--- src/rtl/camera_pkg.sv ---
// Shared types and constants for the camera capture path: FSM states, the
// RGB565 pixel layout, default frame geometry and coordinate widths.
package camera_pkg;

    localparam int H_ACTIVE_DEF = 640;
    localparam int V_ACTIVE_DEF = 480;
    localparam int X_W          = 10;
    localparam int Y_W          = 9;

    typedef enum logic [1:0] {
        ST_IDLE    = 2'd0,
        ST_WAIT_VS = 2'd1,
        ST_ACTIVE  = 2'd2
    } cap_state_t;

    typedef struct packed {
        logic [4:0] r;
        logic [5:0] g;
        logic [4:0] b;
    } rgb565_t;

    function automatic logic [Y_W-1:0] sat_inc_y(input logic [Y_W-1:0] v,
                                                 input logic [Y_W-1:0] lim);
        logic [Y_W-1:0] res;
        if (v >= lim) begin
            res = v;
        end else begin
            res = v + Y_W'(1);
        end
        return res;
    endfunction

endpackage

--- src/rtl/sig_edge.sv ---
// Registers a single-bit input once and reports rising/falling edges by
// comparing the live input against its registered copy.
module sig_edge (
    input  logic clk,
    input  logic rst_n,
    input  logic d,
    output logic rise,
    output logic fall
);

    logic d_r;

    // Previous-cycle copy of the input
    always_ff @(posedge clk or negedge rst_n) begin
        if (!rst_n) begin
            d_r <= 1'b0;
        end else begin
            d_r <= d;
        end
    end

    assign rise = d & ~d_r;
    assign fall = ~d & d_r;

endmodule

--- src/rtl/frame_capture.sv ---
// Captures camera byte pairs into RGB565 pixels with coordinates, frame
// framing pulses, sticky error flags and a completed-frame counter.
module frame_capture
    import camera_pkg::*;
#(
    parameter int H_ACTIVE = H_ACTIVE_DEF,
    parameter int V_ACTIVE = V_ACTIVE_DEF
) (
    input  logic             PCLK,
    input  logic             RESET_N,
    input  logic             VSYNC,
    input  logic             HREF,
    input  logic [7:0]       DATA_IN,
    input  logic             CAPTURE_EN,
    input  logic             CONTINUOUS,
    input  logic             PIX_READY,
    output logic [15:0]      PIX_DATA,
    output logic             PIX_VALID,
    output logic [X_W-1:0]   PIX_X,
    output logic [Y_W-1:0]   PIX_Y,
    output logic             FRAME_START,
    output logic             FRAME_DONE,
    output logic             LINE_ERR,
    output logic             OVERFLOW,
    output logic [7:0]       FRAME_CNT
);

    localparam logic [X_W-1:0] H_X = X_W'(H_ACTIVE);
    localparam logic [X_W:0]   H_C = (X_W + 1)'(H_ACTIVE);
    localparam logic [Y_W-1:0] V_Y = Y_W'(V_ACTIVE);

    logic [1:0]     rst_sync_r;
    logic           rst_n_s;
    cap_state_t     state_r, state_nx_s;
    logic           vs_rise_s, vs_fall_s, href_rise_s, href_fall_s;
    logic           frame_begin_s, frame_end_s, capture_s, pix_complete_s;
    logic           pix_inb_s, line_close_s, line_bad_s;
    logic           phase_r, single_done_r;
    rgb565_t        pix_data_r;
    logic           pix_valid_r, frame_start_r, frame_done_r;
    logic           line_err_r, overflow_r;
    logic [X_W-1:0] pix_x_r;
    logic [X_W:0]   pix_cnt_r;
    logic [Y_W-1:0] pix_y_r;
    logic [7:0]     frame_cnt_r;

    // Reset asserts immediately but releases on a clock edge
    always_ff @(posedge PCLK or negedge RESET_N) begin
        if (!RESET_N) begin
            rst_sync_r <= 2'b00;
        end else begin
            rst_sync_r <= {rst_sync_r[0], 1'b1};
        end
    end

    assign rst_n_s = rst_sync_r[1];

    sig_edge u_vs_edge (
        .clk   (PCLK),
        .rst_n (rst_n_s),
        .d     (VSYNC),
        .rise  (vs_rise_s),
        .fall  (vs_fall_s)
    );

    sig_edge u_href_edge (
        .clk   (PCLK),
        .rst_n (rst_n_s),
        .d     (HREF),
        .rise  (href_rise_s),
        .fall  (href_fall_s)
    );

    // Next-state logic and per-cycle capture/line-close decisions
    always_comb begin
        state_nx_s     = state_r;
        frame_begin_s  = 1'b0;
        frame_end_s    = 1'b0;
        capture_s      = 1'b0;
        line_close_s   = 1'b0;
        line_bad_s     = 1'b0;
        case (state_r)
            ST_IDLE: begin
                // a finished single-frame capture needs CAPTURE_EN dropped before re-arming
                if (CAPTURE_EN && !single_done_r) begin
                    state_nx_s = ST_WAIT_VS;
                end else begin
                    state_nx_s = ST_IDLE;
                end
            end
            ST_WAIT_VS: begin
                if (!CAPTURE_EN) begin
                    state_nx_s = ST_IDLE;
                end else if (vs_fall_s) begin
                    state_nx_s    = ST_ACTIVE;
                    frame_begin_s = 1'b1;
                end else begin
                    state_nx_s = ST_WAIT_VS;
                end
            end
            ST_ACTIVE: begin
                capture_s    = HREF && !vs_rise_s;
                line_close_s = href_fall_s || (vs_rise_s && HREF);
                line_bad_s   = (vs_rise_s && HREF) || (pix_cnt_r != H_C) || phase_r;
                if (vs_rise_s) begin
                    frame_end_s = 1'b1;
                    if (CAPTURE_EN && CONTINUOUS) begin
                        state_nx_s = ST_WAIT_VS;
                    end else begin
                        state_nx_s = ST_IDLE;
                    end
                end else begin
                    state_nx_s = ST_ACTIVE;
                end
            end
            default: begin
                state_nx_s = ST_IDLE;
            end
        endcase
        pix_complete_s = capture_s && phase_r;
        pix_inb_s      = (pix_x_r < H_X) && (pix_y_r < V_Y);
    end

    // FSM state register and single-shot hold flag
    always_ff @(posedge PCLK or negedge rst_n_s) begin
        if (!rst_n_s) begin
            state_r       <= ST_IDLE;
            single_done_r <= 1'b0;
        end else begin
            state_r <= state_nx_s;
            if (!CAPTURE_EN) begin
                single_done_r <= 1'b0;
            end else if (frame_end_s && !CONTINUOUS) begin
                single_done_r <= 1'b1;
            end
        end
    end

    // Pixel assembly, coordinates, flags and frame counter
    always_ff @(posedge PCLK or negedge rst_n_s) begin
        if (!rst_n_s) begin
            phase_r       <= 1'b0;
            pix_data_r    <= 16'h0000;
            pix_valid_r   <= 1'b0;
            pix_x_r       <= {X_W{1'b0}};
            pix_y_r       <= {Y_W{1'b0}};
            pix_cnt_r     <= {(X_W + 1){1'b0}};
            frame_start_r <= 1'b0;
            frame_done_r  <= 1'b0;
            line_err_r    <= 1'b0;
            overflow_r    <= 1'b0;
            frame_cnt_r   <= 8'd0;
        end else begin
            frame_start_r <= frame_begin_s;
            frame_done_r  <= frame_end_s;
            pix_valid_r   <= pix_complete_s && pix_inb_s;
            phase_r       <= capture_s ? ~phase_r : 1'b0;
            if (frame_end_s) begin
                frame_cnt_r <= frame_cnt_r + 8'd1;
            end
            if (capture_s && !phase_r) begin
                pix_data_r[15:8] <= DATA_IN;
            end else if (pix_complete_s) begin
                pix_data_r[7:0] <= DATA_IN;
            end
            if (frame_begin_s) begin
                pix_x_r    <= {X_W{1'b0}};
                pix_y_r    <= {Y_W{1'b0}};
                pix_cnt_r  <= {(X_W + 1){1'b0}};
                line_err_r <= 1'b0;
                overflow_r <= 1'b0;
            end else begin
                if (line_close_s) begin
                    pix_x_r   <= {X_W{1'b0}};
                    pix_y_r   <= sat_inc_y(pix_y_r, V_Y);
                    pix_cnt_r <= {(X_W + 1){1'b0}};
                    if (line_bad_s) begin
                        line_err_r <= 1'b1;
                    end
                end else begin
                    if (pix_valid_r) begin
                        pix_x_r <= pix_x_r + X_W'(1);
                    end
                    if (pix_complete_s && (pix_cnt_r != {(X_W + 1){1'b1}})) begin
                        pix_cnt_r <= pix_cnt_r + (X_W + 1)'(1);
                    end
                end
                if (pix_valid_r && !PIX_READY) begin
                    overflow_r <= 1'b1;
                end
            end
        end
    end

    assign PIX_DATA    = pix_data_r;
    assign PIX_VALID   = pix_valid_r;
    assign PIX_X       = pix_x_r;
    assign PIX_Y       = pix_y_r;
    assign FRAME_START = frame_start_r;
    assign FRAME_DONE  = frame_done_r;
    assign LINE_ERR    = line_err_r;
    assign OVERFLOW    = overflow_r;
    assign FRAME_CNT   = frame_cnt_r;

endmodule

--- config.mk ---
export PLATFORM = sky130hd
export DESIGN_NAME = frame_capture
export DESIGN_NICKNAME = d
export VERILOG_FILES = /design/src/rtl/camera_pkg.sv /design/src/rtl/sig_edge.sv /design/src/rtl/frame_capture.sv
export SDC_FILE = /design/constraint.sdc
export NUM_CORES = 1
export LEC_CHECK = 0
export CAP_MARGIN = 20
export CORE_ASPECT_RATIO = 1.4
export CORE_UTILIZATION = 51
export DETAILED_ROUTE_END_ITERATION = 12
export PLACE_DENSITY = 0.85
export RECOVER_POWER = 50
export SLEW_MARGIN = 0
export SYNTH_ARGS = -nofsm -noshare
export SYNTH_HDL_FRONTEND = slang
export SYNTH_SLANG_ARGS = --single-unit
--- constraint.sdc ---
create_clock -name PCLK -period 2.4 [get_ports PCLK]
set_clock_uncertainty 0.15 [all_clocks]
set_input_delay 0.48 -clock PCLK [delete_from_list [all_inputs] [get_ports PCLK]]
set_output_delay 0.48 -clock PCLK [all_outputs]
set_load 0.1 [all_outputs]
[Word-level counts from Yosys, hierarchy flattened]
Cells that the tools add are included.
Word-level totals
  register bits after elaboration: 67
  output and inout port bits: 48
Cells by class
  eq/ne operators: 6
  order comparisons: 3
  muxes and demuxes: 31
  bitwise logic cells: 8
  reductions and logical operators: 28
  add/sub/neg operators: 4
Operators with widths (number)
  11-bit two-way mux: 3
  10-bit two-way mux: 3
  9-bit two-way mux: 3
  1-bit two-way mux: 18
  11-bit by 1-bit adder with 11-bit output, second input constant: 1
  1-bit logical AND: 11
  11-bit by 10-bit inequality test with 1-bit output, second input constant: 1
  11-bit inequality test, second input constant: 1
  10-bit by 1-bit adder with 10-bit output, second input constant: 1
  10-bit less-than comparator, second input constant: 1
  9-bit by 1-bit adder with 9-bit output, second input constant: 1
  9-bit greater-or-equal comparator, second input constant: 1
  9-bit less-than comparator, second input constant: 1
  8-bit by 1-bit adder with 8-bit output, second input constant: 1
  2-bit two-way mux: 3
  2-bit case mux with 3 select lines: 1
  2-bit AND reduction: 3
  2-bit nonzero test: 3
  3-bit nonzero test: 2
  1-bit zero test: 5
  1-bit NOT: 5
  1-bit AND: 3
  1-bit logical OR: 3
  2-bit by 1-bit == test with 1-bit output, second input constant: 1
  other kinds (4): 4

[Longest topological paths before layout]
Gate-level depths: netlist of the first run.
  depth after elaboration: 10
  mapped depth: 6
  gate-level depth less buffers: 6

[Modules after synthesis]
From an unflattened synthesis of the first run, not the netlist that was laid out.
Second synthesis, totals
  cells, all modules: 288
  area, all modules: 3059.2 um^2
Modules (own cells, without submodules)
  frame_capture: area an instance 2979.1 um^2, cells an instance 282, sequential area each 1626.6 um^2, times used 1
  sig_edge: area an instance 40.0 um^2, cells an instance 3, sequential area each 25.0 um^2, times used 2

[Worst setup path after synthesis of the first run]
No wires, ideal clock.
  path kind: flip-flop to flip-flop
  start: reg pix_y_r[7], in the netlist PIX_Y[7]
  end: reg pix_y_r[5], in the netlist PIX_Y[5]
  arrival time: 2.047 ns
  period minus slack after synthesis: 2.275 ns
  stages on the path, launching flop included: 5
  path buffers: 0
  library setup time: 0.077 ns
  path slack: 0.125 ns
  cells stage by stage: dfrtp_1 -> and4_1 -> a211o_4 -> or4_1 -> a21oi_1
On the way
  cells in the longest elaborated chain, start to end: 3
RTL lines
  start, declared: line frame_capture.sv:44  | logic [Y_W-1:0] pix_y_r;
  start signal, assigned: line frame_capture.sv:146  | pix_y_r <= {Y_W{1'b0}};
  start signal, assigned: line frame_capture.sv:168  | pix_y_r <= {Y_W{1'b0}};
  start signal, assigned: line frame_capture.sv:175  | pix_y_r <= sat_inc_y(pix_y_r, V_Y);
  9-bit greater-or-equal comparator: line camera_pkg.sv:25  | if (v >= lim) begin
  2-bit inequality test (no line)
  2-bit AND reduction (no line)
Every way passes these cells.
A chain may end at the register's enable or synchronous reset.

[Worst setup path after layout of the first run]
  start: in VSYNC
  end: reg pix_y_r[5], in the netlist PIX_Y[5]
On the way
  cells in the longest elaborated chain, start to end: 7
  elaborated cells between the ends (all ways): 13
  those cells by class: 1 x eq/ne; 5 x mux; 3 x bitwise; 4 x reduce/logical
RTL lines
  start, declared: line frame_capture.sv:11  | input logic VSYNC,
  1-bit NOT: line sig_edge.sv:23  | assign fall = ~d & d_r;
  1-bit AND: line sig_edge.sv:23
  1-bit two-way mux: line frame_capture.sv:94  | end else if (vs_fall_s) begin
  1-bit two-way mux: line frame_capture.sv:92  | if (!CAPTURE_EN) begin
  1-bit two-way mux: line frame_capture.sv:82  | case (state_r)
  2-bit inequality test (no line) or 2-bit nonzero test (tied branches)
  2-bit AND reduction (no line)
Parallel ways exist; a longest one is shown, timed or not.

==> summary.txt, run 1 <==
Critical path
  • Startpoint kind of the worst setup timing path: primary input
  • Cells on worst reg2reg path: 4
  • Worst Path Max Fanout: 6
  • Arrival time of data at the critical path endpoint: 2.33 ns
  • Setup Crit Path Kind: in -> reg
  • Data required time at the worst endpoint: 2.52 ns
  • Kind of capture point of the worst setup path: flop

Clocking
  • TritonCTS clock tree: yes
  • Max H-tree Level: 3
  • Clock network latency to the later pin of the worst-skew pair: about 0.34 ns
  • Clock-pin slew reported for the worst setup and hold paths after clock tree synthesis: around 0.070 ns
  • Number of setup buffers added after CTS: 0
  • Number of hold-repair buffers added at the cts stage: 0
  • Number of buffers between clock root and the deepest sink: 2
  • Cts bufs inserted: 9
  • Clock sink count: 67
  • Root cell of the clock tree: clkbuf_8
  • CTS resizes: 0

Timing
  • RSZ-0062 raised after global routing: false
  • Number of endpoints with negative hold slack in the final report: 0
  • Final setup vio count: 0
  • Max Slew Vio Count: 0
  • Setup TNS after final layout: 0 ns
  • Final worst-path setup slack: between 0.15 and 0.2 ns
  • Slew @ Worst Pin: 0.5506 ns
  • Fmax achieved: 0.4517 GHz
  • Final period demand of the worst path: 2.214 ns
  • Headroom to the max-slew limit: 63.45%
  • Worst hold slack across all endpoints: just over 0.06 ns
  • Final clock period utilization by the worst path: 92.25%

Power
  • Power density over cell area: roughly 900 nW/um2
  • Largest voltage drop on the vdd net: 0.8716 mV
  • Share of total power in sequential cells: 39.2%
  • Power share of the clock group: 26.7%
  • Design internal power: 1.975 mW
  • Logic gate share of total power: 34.1%
  • Sw Share: 42.62%
  • NetSw: approximately 1.5 mW
  • Reported leakage power: approximately 1.8 nW

Layout
  • Ratio of cells with drive above 1 in the final layout: 27.64%
  • End-of-flow core utilization: 68.17%
  • Final-stage net count: 367
  • Layout Area Growth over Synthesis: 27.30%
  • Number of fillers in the final layout: 457
  • Post-route non-filler standard cell count: roughly 420
  • # diodes: 0

Routing
  • Overall via count from detail_route: 2304
  • Via/cell ratio: 5.499
  • Remaining antenna violation count: 0
  • Routed WL per cell: 14.19 um
  • Count of routing violations after the opening detailed-route iteration: approximately 110
  • Router iterations before antenna repair: 4
  • DRC violations left: 0
  • Sum of routed wire length over all layers: about 6000 um

Logic synthesis
  • Top_reg_cell synth: dfrtp_1
  • Synthesized-area fraction occupied by xor and xnor cells: 4.960%
  • Leading cell types by count after synthesis: dfrtp_1, nand2_1, nor2_1
  • FF+latch count, synth: between 60 and 70
  • Sequential cell area fraction in the yosys report: 55.86%
  • Number of standard cells after synthesis: 267
  • Post-synthesis compound-gate area fraction: 7.878%
  • Most area-hungry cell type in the Yosys netlist: dfrtp_1
  • Net Count, Synth: around 290
  • Share of synthesized area spent on multiplexers: 7.712%
  • Synth top area cells: dfrtp_1, mux2_2, xnor2_1
  • Largest family of logic cells by synthesized area: simple AND/OR/NAND/NOR gates
  • Synth warn: 0
  • Cell Area, Synth: 3002 um2
  • Top-count cell post-synth: dfrtp_1
  • Simple-gate portion of the synthesized area: 18.26%
  • Area share of the largest cell type after synthesis: 55.86%
  • Post-Synth Adder-Cell Area: 2.501%
  • Async set-or-reset flop fraction in the synthesized netlist: 100.0%
  • Post-synth EDFFs: 0
  • Number of distinct library cells after synthesis: 40
  • Average instance area after synthesis: 11.24 um2

Placement
  • Cell count after placement: 403
  • Post-Place Setup Slack: -0.07312 ns
  • Final HPWL from detailed placement: ~4300 um
  • Placer congestion estimate: 0.8335
  • Count of buffers inserted at the top-level ports: 62

Global route
  • Wire length of the first global-routing pass: 10310 um
  • Total overflow reported by the global router: 0
  • Maximum number of pins on one net before global-route repair: 55
  • Overall track demand over capacity in global routing: 22.02%
  • Via count of the first global-routing pass: approximately 2300
  • Antenna violations before repair: 0

Floorplan
  • Placeable Area: 5605 um2
  • I/O pin count: 63
  • Die Ht: slightly above 90 um
  • Overall die width: around 67 um
  • Number of rows in the core area: 32
  • Die area: 6200 um2
  • Initial core utilization: a little over half

Hold path
  • Worst min-delay path category: reg -> async

Run status
  • Result of the run: finished clean

Flow run
  • Number of max-cap violations: 0
-- stage by stage --
step	instance area [um2]	power (mW)
3_3_place_gp	3671	2.564
6_report	3821	3.443
4_1_cts	3865	3.493
5_1_grt	3821	3.571
2_1_floorplan	3002	2.303
3_5_place_dp	3671	2.580
-- state kept, by name (all words and copies together) (netlist names), 2 cells and up --
signal	flops
PIX_DATA	16
pix_cnt_r	11
PIX_X	10
PIX_Y	9
FRAME_CNT	8
rst_sync_r	2
state_r	2
-- critical path, stage by stage --
cell	delay, ns
dlygate4sd3_1	0.66
nand3b_1	0.16
a211o_4	0.38
or4_1	0.50
a21oi_1	0.16
-- area by class of cell --
cell class | instances | area, um2 | area share (%)
Clock buffer | 11 | 141.4 | 3.700
Clock inverter | 5 | 52.55 | 1.375
Inverter | 11 | 41.29 | 1.081
Multi-Input combinational cell | 181 | 1249 | 32.68
Sequential cell | 67 | 1677 | 43.88
Tap cell | 68 | 85.08 | 2.227
Timing Repair Buffer | 76 | 575.6 | 15.06
-- layer usage --
layer | track usage (%) | wire (um) | vias up
li1 | - | - | 1118
met1 | 27.32 | 2548 | 1130
met2 | 35.44 | 3088 | 45
met3 | 5.296 | 204 | 11
met4 | 10.46 | 104 | 0
met5 | 0 | 0 | -
-- path summary, 6_finish.rpt --
path	start	to	slack [ns]
max	VSYNC	PIX_Y[5]	0.19
min	rst_sync_r[1]	PIX_Y[7]	0.06
max reg2reg	state_r[0]	PIX_Y[5]	0.39
min reg2reg	rst_sync_r[1]	PIX_Y[7]	0.06
max in group asynchronous	rst_sync_r[1]	PIX_DATA[15]	1.37
min in group PCLK	rst_sync_r[0]	rst_sync_r[1]	0.20
-- placed cells by master (no fill, tap or decap), types with 3 or more instances in the layout --
cell type        instances
o21ai_0                  5
nand2b_1                 3
nand4_1                 10
clkbuf_2                14
o31ai_1                  6
clkinv_2                 3
nor4_1                   5
a21oi_1                 11
o211ai_1                 3
xnor2_1                  9
xor2_1                   8
clkdlybuf4s50_1         11
ha_1                     6
clkbuf_1                 3
inv_1                   11
nand3_1                 11
or4_1                    3
nor3_1                  11
nand2_1                 20
mux2i_1                  4
clkbuf_8                10
dfrtp_1                 67
nor2_1                  18
and4_1                   5
buf_4                   45
and3_1                   3
mux2_2                  17
dlygate4sd3_1            3
o21a_1                   3
-- cell families (layout without fill, tap and decap cells) --
| group | after synthesis | count (layout) |
|---|---|---|
| and+or+nand+nor | 101 | 101 |
| DFF | 67 | 67 |
| AOI/OAI and AO/OA | 35 | 35 |
| muxes | 21 | 21 |
| buffers and inverters | 19 | 103 |
| xor gates and xnor gates | 17 | 17 |
| adders and majority gates | 6 | 6 |
| other | 1 | 1 |
-- power groups by stage --
stage / sequential [mW] / combinational (mW) / clock, mW
after global placement: 1.37 / 1.20 / 0
after CTS: 1.35 / 1.21 / 0.930
after detailed placement: 1.37 / 1.21 / 0
after global routing: 1.37 / 1.22 / 0.983
after floorplan: 2.15 / 0.148 / 0
final: 1.35 / 1.18 / 0.919
No activity file was read; power rests on OpenSTA's default activity.
==> run 2: changes to the inputs <==
- SLEW_MARGIN: 0 -> not set
==> results of run 2 <==
Same layout as run 1: the final DEF is identical, and so are final timing and power.
==> run 3: changes to the inputs <==
- CORE_UTILIZATION: 51 -> 55
- PLACE_DENSITY: 0.85 -> 0.9
- SKIP_LAST_GASP: not set -> 1
- clock period: 2.4 -> 2.63 ns (I/O delays scaled with it)
==> run 3 against run 2 <==
First-iteration DRC count fell by 16%. Largest power group unchanged. Cell area rose by 0.85%. Hold slack improved by 0.15 ns. Critical path type unchanged. Largest cell class unchanged. Critical endpoint is now PIX_Y[7].
==> summary.txt, run 3 (synthesis results as in run 1) <==
Critical path
  • Crit-path max cell delay: approximately 0.64 ns
  • Arrival time of data at the critical path endpoint: 2.46 ns
  • Highest-delay cell along the critical path: dlygate4sd3_1
  • Kind of capture point of the worst setup path: flop
  • Cells along the critical path: dlygate4sd3_1 -> nand3b_1 -> a211o_4 -> or4_1 -> a21oi_1
  • Setup Crit Path Kind: in -> reg
  • Startpoint kind of the worst setup timing path: primary input
  • Data required time at the worst endpoint: 2.75 ns
  • Worst Path Max Fanout: 10

Layout
  • Post-route non-filler standard cell count: between 400 and 500
  • Number of fillers in the final layout: 378
  • End-of-flow core utilization: 74.15%
  • Most frequent standard cell in the layout excluding fill and tap cells: dfrtp_1
  • Ratio of cells with drive above 1 in the final layout: 23.28%
  • Layout Area Growth over Synthesis: 28.39%
  • Post-route standard cell area excluding fillers: 3854 um2
  • # diodes: 0
  • Final-stage net count: about 360
  • Flip-flop count of the largest register, all copies and words added: 16
  • Commonest cells after routing, fill and taps aside: dfrtp_1, buf_4, nand2_1, nor2_1, mux2_2

Floorplan
  • I/O pin count: 63
  • Number of rows in the core area: 31
  • Die area: a little under 6000 um2
  • Overall die width: 64.44 um
  • Placeable Area: a little over 5000 um2
  • Initial core utilization: 57.75%
  • Die Ht: 89.41 um

Clocking
  • Clock-pin slew reported for the worst setup and hold paths after clock tree synthesis: 0.07 ns
  • TritonCTS clock tree: yes
  • Clock sink count: 67
  • CTS resizes: 0
  • Root cell of the clock tree: clkbuf_8
  • Clock network latency to the later pin of the worst-skew pair: between 0.3 and 0.4 ns
  • Number of buffers between clock root and the deepest sink: 2
  • Max H-tree Level: 3
  • Cts bufs inserted: 9
  • Number of setup buffers added after CTS: 0

Global route
  • Wire length of the first global-routing pass: 10880 um
  • Total overflow reported by the global router: 0
  • Via count of the first global-routing pass: between 2000 and 2500
  • Maximum number of pins on one net before global-route repair: between 50 and 60
  • Antenna violations before repair: 0
  • Overall track demand over capacity in global routing: between 20% and 30%

Timing
  • Final period demand of the worst path: 2.341 ns
  • Max Slew Vio Count: 0
  • Final setup vio count: 0
  • Headroom to the max-slew limit: between 10 and 15%
  • RSZ-0062 raised after global routing: false
  • Number of endpoints with negative hold slack in the final report: 0
  • Final worst-path setup slack: between 0.2 and 0.3 ns
  • Setup TNS after final layout: 0 ns
  • Final clock period utilization by the worst path: 89.00%
  • Fmax achieved: 0.4272 GHz
  • Slew @ Worst Pin: 1.337 ns

Placement
  • Cell count after placement: a little under 400
  • Final HPWL from detailed placement: roughly 4500 um
  • Count of buffers inserted at the top-level ports: a little over 60
  • Placer congestion estimate: 0.8808
  • Post-Place Setup Slack: 0.06407 ns
  • Standard cell area after detailed placement: ~3600 um2

Run status
  • Result of the run: finished clean

Power
  • Reported leakage power: roughly 1.8 nW
  • Power density over cell area: 897.2 nW/um2
  • Largest voltage drop on the vdd net: 0.8160 mV

Routing
  • Routed WL per cell: 15.80 um
  • DRC violations left: 0
  • Count of routing violations after the opening detailed-route iteration: 95
  • Sum of routed wire length over all layers: roughly 6500 um
  • Overall via count from detail_route: roughly 2400
  • Router iterations before antenna repair: 4
  • Via/cell ratio: 5.737
  • Remaining antenna violation count: 0

Hold path
  • Worst min-delay path category: reg -> reg

Flow run
  • Number of max-cap violations: 0
-- run 3: layer usage --
metal	vias to the layer above	GRT usage (%)	part of all wire [%]
met5	-	0	0
met4	0	9.091	1.8
met3	14	7.398	4.3
met2	77	44.02	54
met1	1167	29.41	39
li1	1117	-	-
-- run 3: worst paths after layout --
kind	cells after the start	start	end	slack (ns)
hold / removal	0	rst_sync_r[0]	rst_sync_r[1]	0.21
max in group asynchronous	1	rst_sync_r[1]	FRAME_CNT[7]	0.99
min in group asynchronous	1	RESET_N	rst_sync_r[0]	0.26
setup / recovery	5	HREF	PIX_Y[7]	0.29
hold reg to reg	0	rst_sync_r[0]	rst_sync_r[1]	0.21
setup reg to reg	4	state_r[0]	PIX_Y[7]	0.56
-- run 3: layout make-up --
class	instances	area, um2	area share [%]
flip-flops and latches	67	1678	43.54
well taps	66	82.58	2.143
inverters	11	41.29	1.071
clock inverters	6	136.4	3.539
multi-input cells	181	1249	32.40
clock buffers	10	137.6	3.571
repair buffers	73	529.3	13.73
-- run 3: worst max-delay path, delay by kind of cell --
kind	cells	cell delay (ns)
simple gates	2	0.71
buf+inv	1	0.64
compound gates	2	0.58
-- run 3: per-stage QoR --
step	hold WS [ns]	power, mW
floorplan	0.08041	2.102
global placement	-0.01186	2.336
detailed placement	-0.01070	2.362
CTS	0.1607	3.514
global route	0.2272	3.566
finish	0.2103	3.458
-- run 3: power breakdown --
group          leakage [nW]  internal [mW]  switching, mW
registers             0.900           1.14         0.0981
logic                 0.781          0.198          0.874
clock network         0.133          0.753          0.399
total                  1.81           2.09           1.37
-- run 3: timing repair --
item,4_1_cts,5_1_grt
setup endpoints to repair,0,0
endpoints found under the hold margin,5,0
hold buffers,2,0
